--- config.mk ---
export PLATFORM = sky130hd
export DESIGN_NAME = irq_ctrl
export DESIGN_NICKNAME = d
export VERILOG_FILES = /design/src/rtl/irq_ctrl.sv
export SDC_FILE = /design/constraint.sdc
export NUM_CORES = 1
export LEC_CHECK = 0
export BUFFER_PORTS_ARGS = -buffer_cell sky130_fd_sc_hd__buf_2
export CAP_MARGIN = 20
export CORE_MARGIN = 2
export CORE_UTILIZATION = 46
export CTS_CLUSTER_DIAMETER = 120
export DETAILED_ROUTE_END_ITERATION = 16
export PLACE_DENSITY = 0.86
export SLEW_MARGIN = 20
export SYNTH_ARGS = -nofsm -noshare
export SYNTH_HDL_FRONTEND = slang
export SYNTH_SLANG_ARGS = --single-unit
--- constraint.sdc ---
create_clock -name Bus2IP_Clk -period 4.7 [get_ports Bus2IP_Clk]
set_clock_uncertainty 0.15 [all_clocks]
set_input_delay 0.47 -clock Bus2IP_Clk [delete_from_list [all_inputs] [get_ports Bus2IP_Clk]]
set_output_delay 0.47 -clock Bus2IP_Clk [all_outputs]
set_load 0.02 [all_outputs]
--- src/rtl/irq_ctrl.sv ---
// irq_ctrl: interrupt controller, IPIF user_logic slave with four 32-bit registers.
//   Latches rising edges of up to 16 synchronous source levels into ISR, arbitrates
//   among pending & enabled sources and drives a registered level irq to the CPU.
//   Register map (RdCE/WrCE bit -> offset):
//     [3] 0x00 ISR  R/W1C pending bits (a set beats a same-cycle clear)
//     [2] 0x04 IER  R/W   per-source enable
//     [1] 0x08 IVR  R: {valid, 27'd0, vec[3:0]}; any write = IAR (acknowledge)
//     [0] 0x0C MER  R/W   bit0 = master enable
// Ports:
//   Bus2IP_Clk, rst (async, active-high)
//   Bus2IP_Data/BE/RdCE/WrCE  bus request; writes need all byte enables set
//   IP2Bus_Data/RdAck/WrAck/Error  combinational bus response
//   src_irq  source levels (synchronous), irq  registered interrupt to the CPU
// Configuration macro: IRQ_CTRL_ROUND_ROBIN_EN selects a round-robin arbiter
//   (pointer advances past each acknowledged vector); default is fixed priority,
//   lowest index wins.
module irq_ctrl #(
  parameter int unsigned C_NUM_REG    = 4,
  parameter int unsigned C_SLV_DWIDTH = 32,
  parameter int unsigned C_NUM_SRC    = 4
) (
  input  logic                      Bus2IP_Clk,
  input  logic                      rst,
  input  logic [C_SLV_DWIDTH-1:0]   Bus2IP_Data,
  input  logic [C_SLV_DWIDTH/8-1:0] Bus2IP_BE,
  input  logic [C_NUM_REG-1:0]      Bus2IP_RdCE,
  input  logic [C_NUM_REG-1:0]      Bus2IP_WrCE,
  output logic [C_SLV_DWIDTH-1:0]   IP2Bus_Data,
  output logic                      IP2Bus_RdAck,
  output logic                      IP2Bus_WrAck,
  output logic                      IP2Bus_Error,
  input  logic [C_NUM_SRC-1:0]      src_irq,
  output logic                      irq
);

  localparam int unsigned VW     = 4;
  localparam int unsigned NW     = C_NUM_SRC;
  localparam int unsigned CE_ISR = 3;
  localparam int unsigned CE_IER = 2;
  localparam int unsigned CE_IVR = 1;
  localparam int unsigned CE_MER = 0;

  typedef enum logic [1:0] {
    S_IDLE   = 2'd0,
    S_ASSERT = 2'd1,
    S_GAP    = 2'd2
  } state_e;

  state_e          state_q, state_d;
  logic [NW-1:0]   src_q;
  logic [NW-1:0]   isr_q, isr_d;
  logic [NW-1:0]   ier_q, ier_d;
  logic            me_q, me_d;
  logic [VW-1:0]   vec_q, vec_d;
  logic            irq_q, irq_d;

  logic [NW-1:0]   rise;
  logic [NW-1:0]   active;
  logic [NW-1:0]   vec_oh;
  logic [NW-1:0]   isr_clr;
  logic [NW-1:0]   isr_no_ack;
  logic [VW-1:0]   arb_vec;
  logic            wr_all;
  logic            isr_wr, ier_wr, iar_wr, mer_wr;

`ifdef IRQ_CTRL_ROUND_ROBIN_EN
  logic [VW-1:0]   ptr_q, ptr_d;
  logic [2*NW-1:0] rot_dbl;
  logic [NW-1:0]   rot;
  logic [VW-1:0]   off;
  logic [VW:0]     sum;
`endif

  // Upper write-data bits beyond the source count carry no state.
  logic unused_ok;
  assign unused_ok = ^{Bus2IP_Data[C_SLV_DWIDTH-1:NW]};

  assign rise   = src_irq & ~src_q;
  assign active = isr_q & ier_q;
  assign vec_oh = NW'(1) << vec_q;

  // Write decode; partial byte-enable writes are acked but have no effect.
  assign wr_all = &Bus2IP_BE;
  assign isr_wr = Bus2IP_WrCE[CE_ISR] & wr_all;
  assign ier_wr = Bus2IP_WrCE[CE_IER] & wr_all;
  assign iar_wr = Bus2IP_WrCE[CE_IVR] & wr_all;
  assign mer_wr = Bus2IP_WrCE[CE_MER] & wr_all;

  assign IP2Bus_RdAck = |Bus2IP_RdCE;
  assign IP2Bus_WrAck = |Bus2IP_WrCE;
  assign IP2Bus_Error = 1'b0;
  assign irq          = irq_q;

  // Read mux: exactly one RdCE selects a register, anything else returns 0.
  always_comb begin
    IP2Bus_Data = '0;
    if ($onehot(Bus2IP_RdCE)) begin
      if (Bus2IP_RdCE[CE_ISR])      IP2Bus_Data = C_SLV_DWIDTH'(isr_q);
      else if (Bus2IP_RdCE[CE_IER]) IP2Bus_Data = C_SLV_DWIDTH'(ier_q);
      else if (Bus2IP_RdCE[CE_IVR]) IP2Bus_Data = C_SLV_DWIDTH'({(state_q == S_ASSERT), 27'd0, vec_q});
      else                          IP2Bus_Data = C_SLV_DWIDTH'(me_q);
    end
  end

`ifdef IRQ_CTRL_ROUND_ROBIN_EN
  // Rotate so bit 0 is the source at ptr, take the lowest set bit, un-rotate.
  always_comb begin
    rot_dbl = {active, active} >> ptr_q;
    rot     = rot_dbl[NW-1:0];
    off     = '0;
    for (int i = int'(C_NUM_SRC) - 1; i >= 0; i--) begin
      if (rot[i]) off = VW'(i);
    end
    sum     = (VW+1)'(ptr_q) + (VW+1)'(off);
    arb_vec = (sum >= (VW+1)'(NW)) ? VW'(sum - (VW+1)'(NW)) : VW'(sum);
  end
`else
  // Fixed priority: lowest active index wins.
  always_comb begin
    arb_vec = '0;
    for (int i = int'(C_NUM_SRC) - 1; i >= 0; i--) begin
      if (active[i]) arb_vec = VW'(i);
    end
  end
`endif

  // Next-state: register writes, pending-bit update and the IDLE/ASSERT/GAP FSM.
  always_comb begin
    state_d = state_q;
    vec_d   = vec_q;
    isr_clr = '0;
    ier_d   = ier_q;
    me_d    = me_q;
`ifdef IRQ_CTRL_ROUND_ROBIN_EN
    ptr_d   = ptr_q;
`endif
    if (ier_wr) ier_d = Bus2IP_Data[NW-1:0];
    if (mer_wr) me_d  = Bus2IP_Data[0];
    if (isr_wr) isr_clr = Bus2IP_Data[NW-1:0];
    isr_no_ack = (isr_q & ~isr_clr) | rise;

    case (state_q)
      S_IDLE: begin
        if (me_q && (|active)) begin
          vec_d   = arb_vec;
          state_d = S_ASSERT;
        end
      end
      S_ASSERT: begin
        if (iar_wr) begin
          isr_clr = isr_clr | vec_oh;
          state_d = S_GAP;
`ifdef IRQ_CTRL_ROUND_ROBIN_EN
          ptr_d   = (vec_q == VW'(NW - 1)) ? '0 : VW'(vec_q + VW'(1));
`endif
        end else if (!(|(isr_no_ack & vec_oh)) || !(|(ier_d & vec_oh)) || !me_d) begin
          // Serviced source withdrawn before the ack: drop irq without retiring.
          state_d = S_IDLE;
        end
      end
      S_GAP:   state_d = S_IDLE;
      default: state_d = S_IDLE;
    endcase

    // Rise is ORed last so a same-cycle set beats any clear.
    isr_d = (isr_q & ~isr_clr) | rise;
    irq_d = (state_d == S_ASSERT);
  end

  // State registers.
  always_ff @(posedge Bus2IP_Clk or posedge rst) begin
    if (rst) begin
      state_q <= S_IDLE;
      src_q   <= '0;
      isr_q   <= '0;
      ier_q   <= '0;
      me_q    <= 1'b0;
      vec_q   <= '0;
      irq_q   <= 1'b0;
`ifdef IRQ_CTRL_ROUND_ROBIN_EN
      ptr_q   <= '0;
`endif
    end else begin
      state_q <= state_d;
      src_q   <= src_irq;
      isr_q   <= isr_d;
      ier_q   <= ier_d;
      me_q    <= me_d;
      vec_q   <= vec_d;
      irq_q   <= irq_d;
`ifdef IRQ_CTRL_ROUND_ROBIN_EN
      ptr_q   <= ptr_d;
`endif
    end
  end

endmodule

-- Word level (Yosys, flattened, before mapping)
Cells that the tools add are included.
- flip-flop bits (word level): 20
- bits in latches: 0
- memory bits (writable): 0
- bits in read-only memories: 0
- bits of input ports: 50
- output and inout port bits: 36
- word-level logic and storage cells: 61
- memories: 0
- add/sub/neg operators: 3
- multiply operators: 0
- divide/modulo/power cells: 0
- magnitude comparators: 0
- equality and inequality tests: 3
- shift operators: 1
- mux-type cells: 17
- bitwise gates (word level): 16
- reductions and logical operators: 14
- operators by type and width (kind ; number):
    $mux W32 ; 4
    $mux W4 ; 7
    $and A4 B4 Y4 ; 6
    $reduce_or A4 Y1 ; 5
    $not A4 Y4 ; 3
    $or A4 B4 Y4 ; 3
    $mux W2 ; 4
    $add A1 B1 Y2 ; 2
    $and A1 B1 Y1 ; 4
    $eq A2 B1 Y1 const B ; 2
    $pmux W2 S2 ; 1
    $reduce_and A4 Y1 ; 1
    $shl A1 B4 Y4 const A ; 1
    $add A2 B2 Y3 ; 1
    $eq A3 B1 Y1 const B ; 1
    $logic_not A1 Y1 ; 3
    $logic_not A2 Y1 ; 1
    $logic_or A1 B1 Y1 ; 2
    $reduce_and A2 Y1 ; 1
    $logic_and A1 B1 Y1 ; 1
    $mux W1 ; 1

-- Logic depth before layout (Yosys ltp)
Gate-level depths: netlist of run 1.
- depth after elaboration: 15
- gate-level depth with buffers: 8
- gate-level depth less buffers: 8

-- Worst setup path after synthesis of run 1
Ideal clock, no wire load.
- path kind: input to output
- start point: input port Bus2IP_RdCE[0]
- end point: output port IP2Bus_Data[1]
- arrival: 2.277 ns
- required time: 4.080 ns
- path slack: 1.803 ns
- stages on the path: 8
- buffers on the path: 0
- path through: inv_1 -> fa_1 -> inv_1 -> ha_1 -> ha_1 -> nor2_1 -> nand2_1 -> a211oi_1
- cells in the longest elaborated chain, start to end: 4
- ends and longest elaborated chain (item ; line ; text):
    from (decl) ; 26 ; input logic [C_NUM_REG-1:0] Bus2IP_RdCE,
    $add A1 B1 Y2 (implied by the code) ; 97 ; if ($onehot(Bus2IP_RdCE)) begin
    $add A2 B2 Y3 (implied by the code) ; 97 ;
    $eq A3 B1 Y1 ; 97 ;
    $mux W32 ; 97 ;
    to (decl) ; 28 ; output logic [C_SLV_DWIDTH-1:0] IP2Bus_Data,
No other way between the ends.

-- Final worst setup path of run 1
- start point: input port Bus2IP_RdCE[3]
- end point: output port IP2Bus_Data[1]
- cells in the longest elaborated chain, start to end: 4
- elaborated cells on any way between the ends: 5
- classes of those cells: add/sub: 2; eq/ne: 1; mux: 2
- ends and longest elaborated chain (item ; line):
    $add A1 B1 Y2 (implied by the code) ; 97
    $add A2 B2 Y3 (implied by the code) ; 97
    $eq A3 B1 Y1 ; 97
    $mux W32 * ; 97
Mark *: on every way between the ends. The rest lies on a longest branch, timed or not.

==> results of run 1 <==
==> flip-flops by register name, indices dropped and copies added (netlist names) <==
| register | count |
|---|---|
| ier_q | 4 |
| irq | 1 |
| isr_q | 4 |
| me_q | 1 |
| src_q | 4 |
| state_q | 2 |
| vec_q | 2 |
==> logic make-up (layout without fill, tap and decap cells) <==
kind of cell             count (synthesis)  count (layout)  synth area share [%]
other                                    1              28                 0.278
multiplexers                             9               9                  9.63
AND/OR/NAND/NOR                         43              43                  15.6
flip-flops                              18              18                  33.3
adder cells (fa/ha/maj)                  4               4                  4.26
AO/OA/AOI/OAI                           28              28                  15.9
buffers and inverters                   43              44                  20.9
==> critical path, stage by stage <==
cell and delay, ps:
buf_2 130, inv_1 100, fa_1 480, inv_1 40, ha_1 170, ha_1 270, nor2_1 110, nand2_1 120
a211oi_1 270, buf_2 210
==> report_power, final <==
part           internal, mW  leakage, nW  switching (mW)
Combinational        0.0916        0.526           0.106
Sequential            0.181        0.209          0.0437
Clock                0.0473       0.0210          0.0516
==> final cells by class <==
cell class,instances,area (µm²),share of cell area (%)
clock buffer,4,36.3,2.53
inverter,11,41.3,2.88
multi-input combinational,112,719,50.3
sequential,18,450,31.5
tap,31,38.8,2.71
timing repair buffer,29,145,10.1
==> synth_stat cells (all sizes together) (2+ instances only) <==
library cell  number
buf               31
dfrtp             18
nand2             16
inv               11
nor2               7
mux2               6
nand3              6
a21oi              5
nand2b             4
o21ai              4
and3               3
ha                 3
a22oi              2
a32oi              2
a41o               2
mux4               2
nor2b              2
o211ai             2
==> metal layers <==
metal | global-route usage (%) | share of wire (%)
met2 | 26.1 | 48
met1 | 22.2 | 44
met4 | 6.98 | 1.6
met5 | 0 | 0
met3 | 3.35 | 6.8
==> stage by stage <==
stage	cell area, µm²	setup slack, ps	instances
finish	1430	1700	205
global route	1430	1520	205
CTS	1430	1680	205
detailed placement	1400	1690	201
global placement	1400	1760	201
floorplan	1450	1800	173
==> path summary, 6_finish.rpt <==
kind	startpoint	to	slack (ps)
worst max-delay path	Bus2IP_RdCE[3]	IP2Bus_Data[1]	1700
worst min-delay path	rst	isr_q[0]	100
worst min register to register	src_q[3]	isr_q[3]	390
min in group Bus2IP_Clk	src_irq[1]	src_q[1]	120
max in group asynchronous	rst	ier_q[2]	3870
worst max register to register	vec_q[0]	irq	2690
==> key figures, run 1 <==
Clock network
  – CTS tree: built
  – Sink Count: 18
  – CTS max path bufs: 2
  – Worst skew pair latency: 300 ps
  – CTS H-tree lvls: 1
  – Root Driver: clkbuf_4
  – Clk slew on worst S/H paths: 110 ps
  – Post-CTS setup buffer count: 0
  – Post-CTS Resized: 0
  – Total CTS buffers: 3
  – Cts hold-fix bufs: 0

Route
  – # DRC: 0
  – WL final: 2.59 mm
  – Via density: 5.04
  – ANT nets after route: 0
  – DR pass1 iterations: 4
  – Detailed Route Iter0 Violations: 33
  – Via count: 1034
  – Per-cell routed wire length: 12.6 µm

STA
  – Final setup vio count: 0
  – Fin Hold WS: 98.2 ps
  – Relative slew margins: 54.6%
  – Period utilization: 63.8%
  – Slew Viols, Final: 0
  – Final Hold Fails: 0
  – RSZ-0062 raised after global routing: no
  – Setup tns final: 0 ps
  – Peak Freq: 333 MHz
  – Worst-margin pin slew: 680 ps
  – Minimum clock period: 3000 ps

Critical path
  – CP max FO: 6
  – Crit end category: output pin
  – CP Launch Type: input port
  – CP Class: input port to output pin
  – Reg2reg path depth: 3
  – Crit path DAT: 2380 ps
  – WP data required: 4080 ps

Power
  – Total power: 0.521 mW
  – Maximum VDD drop: 211 µV
  – Pleak: 0.756 nW
  – Pwr/cell area: 364 nW/µm²

Global route
  – Largest net degree at the start of global routing: 19
  – Grt ovf: 0
  – Initial antenna violation count: 0
  – Vias in the first global route: 950
  – First-pass GRT wire length: 4.26 mm
  – GRT Util Overall: 16.6%

Synth
  – Most common flop cell mapped by yosys: dfrtp_1
  – Ys async rst share: 100%
  – Sequential share of the synthesized area: 33.3%
  – Ys Warns: 0
  – Post-Syn Area: 1350 µm²
  – Post-Synthesis Cells: 146
  – Synth Register Bits: 18
  – Synth top area cells: dfrtp_1 33%, buf_4 16%, nand2_1 4.4%
  – Synth unique cells: 43
  – Mean Syn Cell Area: 9.26 µm²
  – Yosys top cell by area: dfrtp_1
  – EDFF count, synth: 0
  – Top cell type's share of synthesized area: 33.3%

Die
  – Starting density of the core: 48.6%
  – Chip width: 58.2 µm
  – Die area: 3390 µm²
  – Core Region: 2780 µm²
  – # IOs: 86
  – Cell Rows: 19
  – DIE HEIGHT: 58.2 µm

Placed design
  – DPL Wire Length: 2.12 mm
  – Routability cong.: 0.853
  – Port-buffer cells: 29

Final layout
  – # diodes: 0
  – Fill cell count: 288
  – Share of cells above drive strength 1: 24.7%
  – Util after Layout: 51.5%
  – Most frequent cells in the layout: 29 x buf_2, 28 x conb_1, 18 x dfrtp_1
  – Nets: 229
  – Most common cell after layout, fill and taps aside: buf_2
  – Area Growth Syn to Fin: 5.93%

Run
  – Max-cap violations: 0

Outcome
  – Status: completed

Min path
  – HP Class: input port to async pin
Power figures use the tool's default switching activity.
==> inputs of run 2 (changes only) <==
ABC_AREA = 1   (was not set)
CORE_UTILIZATION = 38   (was 46)
PLACE_DENSITY = 0.76   (was 0.86)
clock period = 2.6 ns   (was 4.7 ns; I/O delays follow)
==> key figures, run 2 <==
Outcome
  – Status: completed

Die
  – Die area: 4050 µm²
  – Chip width: 63.6 µm
  – Cell Rows: 21
  – Starting density of the core: 40.2%
  – DIE HEIGHT: 63.6 µm
  – Core Region: 3360 µm²
  – # IOs: 86

Route
  – Via count: 1187
  – ANT nets after route: 0
  – WL final: 2.69 mm
  – DR pass1 iterations: 4
  – Detailed Route Iter0 Violations: 48
  – Via density: 4.33
  – # DRC: 0
  – Per-cell routed wire length: 9.80 µm

STA
  – Slew Viols, Final: 0
  – Final setup vio count: 0
  – Minimum clock period: 2560 ps
  – Final Hold Fails: 0
  – Worst-margin pin slew: 668 ps
  – RSZ-0062 raised after global routing: yes
  – Peak Freq: 390 MHz
  – Period utilization: 98.5%
  – Setup WS post-layout: 38.0 ps
  – Setup tns final: 0 ps
  – Relative slew margins: 55.4%

Synth
  – Post-Syn Area: 1350 µm²
  – Synth unique cells: 26
  – Mux share of post-synthesis cell area: 0%
  – Mean Syn Cell Area: 7.27 µm²
  – Synth Register Bits: 18
  – Synth Area in XOR/XNOR: 0%
  – Post-Synth Adder-Cell Area: 4.26%
  – Most common library cells after synthesis: 41 x nand2_1, 30 x inv_1, 28 x buf_4
  – Top cell type's share of synthesized area: 33.3%
  – Yosys top cell by area: dfrtp_1
  – Synth top area cells: dfrtp_1 33%, buf_4 16%, nand2_1 11%
  – EDFF count, synth: 0
  – Most common flop cell mapped by yosys: dfrtp_1
  – Ys async rst share: 100%
  – Main combinational cell family by area after synthesis: simple AND/OR/NAND/NOR gates
  – Count leader, synth: nand2_1
  – Post-Synthesis Cells: 186
  – Compound-Gate Fraction of Synth Area: 7.13%
  – Sequential share of the synthesized area: 33.3%
  – Ys Warns: 0
  – Post-synthesis simple-gate area fraction: 29.7%

Clock network
  – Root Driver: clkbuf_4
  – Clk slew on worst S/H paths: 100 ps
  – CTS max path bufs: 2
  – Sink Count: 18
  – Total CTS buffers: 3
  – CTS H-tree lvls: 1
  – Worst skew pair latency: 290 ps
  – CTS tree: built

Global route
  – Grt ovf: 0
  – Met2 Use GR: 23.7%
  – Initial antenna violation count: 0
  – GRT met1 Usage: 18.2%
  – GRT Util Overall: 14.2%
  – Largest net degree at the start of global routing: 19
  – First-pass GRT wire length: 4.57 mm
  – GRT busiest layer: met2
  – Vias in the first global route: 1067
  – Met3 GRT Util: 2.32%

Run
  – Max-cap violations: 0

Final layout
  – Most frequent cells in the layout: 41 x nand2_1, 28 x conb_1, 27 x inv_1
  – Most common cell after layout, fill and taps aside: nand2_1
  – Share of cells above drive strength 1: 22.8%
  – Finished Layout Cells: 274
  – Fin area: 1640 µm²
  – Area Growth Syn to Fin: 21.7%
  – Nets: 283
  – Largest registers: ier_q (4), isr_q (4), src_q (4)
  – # diodes: 0

Critical path
  – Critical R2R Launch: state_q[1]
  – Crit end category: output pin
  – R2R setup slack: 1200 ps
  – Reg2reg path depth: 4
  – CP Launch Type: input port
  – Crit path DAT: 2150 ps
  – Worst flop-to-flop path endpoint: isr_q[1]
  – WP data required: 2190 ps
  – CP max FO: 5
  – CP Class: input port to output pin

Placed design
  – DPL Wire Length: 2.19 mm
  – Port-buffer cells: 29
  – Placed cells: 263
  – Worst slack, placed: -96.3 ps
  – Post-DP Area: 1480 µm²
  – Routability cong.: 0.857

Power
  – Pleak: 0.912 nW
  – Pwr/cell area: 548 nW/µm²
  – Maximum VDD drop: 297 µV

Min path
  – Worst Hold Path Cells: 3
  – Endpoint of the worst hold path: me_q
  – HP Class: input port to flip-flop
  – Hold_sp: Bus2IP_WrCE[0]
==> run 2: cell type report <==
class	instances	area (µm²)
Clock buffer	4	36.3
Fill cell	350	1720
Inverter	32	123
Multi-Input combinational cell	134	713
Sequential cell	18	450
Tap cell	46	57.6
Timing Repair Buffer	40	264
==> run 2: repair_timing <==
item | 4_1_cts | 5_1_grt
hold buffers | 5 | 0
gates resized for setup | 11 | 3
pin swaps | 3 | 2
endpoints found under the setup margin | 3 | 2
setup buffers | 1 | 1
hold endpoints to repair | 22 | 0
==> run 2: worst max-delay path, stage by stage <==
cell and delay, ps:
buf_8 80, inv_4 30, fa_1 520, inv_1 40, ha_2 170, ha_4 200, or3b_4 440, a2111oi_4 210
buf_4 200
==> run 2: cells by family (layout without fill, tap and decap cells) <==
| kind of cell | Yosys count | after routing |
|---|---|---|
| DFF | 18 | 18 |
| and+or+nand+nor | 88 | 88 |
| buffers and inverters | 61 | 76 |
| adders and majority gates | 4 | 4 |
| AOI/OAI and AO/OA | 14 | 14 |
| other | 1 | 28 |
==> run 2: through the flow <==
stage	power, mW	hold WS [ps]	util [%]
2_1_floorplan	0.648	48.6	-
3_3_place_gp	0.702	232	43.9
3_5_place_dp	0.709	237	43.9
4_1_cts	0.906	86.9	48.4
5_1_grt	0.976	95.2	48.9
6_report	0.901	95.2	48.9
==> run 2: report_power, final <==
group,internal [mW],switching [mW]
Sequential,0.325,0.0344
Combinational,0.135,0.238
Clock,0.0853,0.0842
Total,0.545,0.356
==> run 2: worst max path at each step <==
stage	start	slack (ps)	cells after the start	endpoint
after floorplan	Bus2IP_RdCE[3]	-30	7	IP2Bus_Data[2]
after global placement	Bus2IP_RdCE[0]	-80	9	IP2Bus_Data[2]
after detailed placement	Bus2IP_RdCE[0]	-100	9	IP2Bus_Data[3]
after CTS	Bus2IP_RdCE[3]	-9	9	IP2Bus_Data[3]
after global routing	Bus2IP_RdCE[3]	-20	9	IP2Bus_Data[2]
final	Bus2IP_RdCE[3]	40	9	IP2Bus_Data[2]
==> run 2: routing by layer <==
| metal | wire length [µm] | part of all wire [%] |
|---|---|---|
| met1 | 1230 | 46 |
| met2 | 1270 | 47 |
| met3 | 145 | 5.4 |
| met4 | 36 | 1.3 |
| met5 | 0 | 0 |
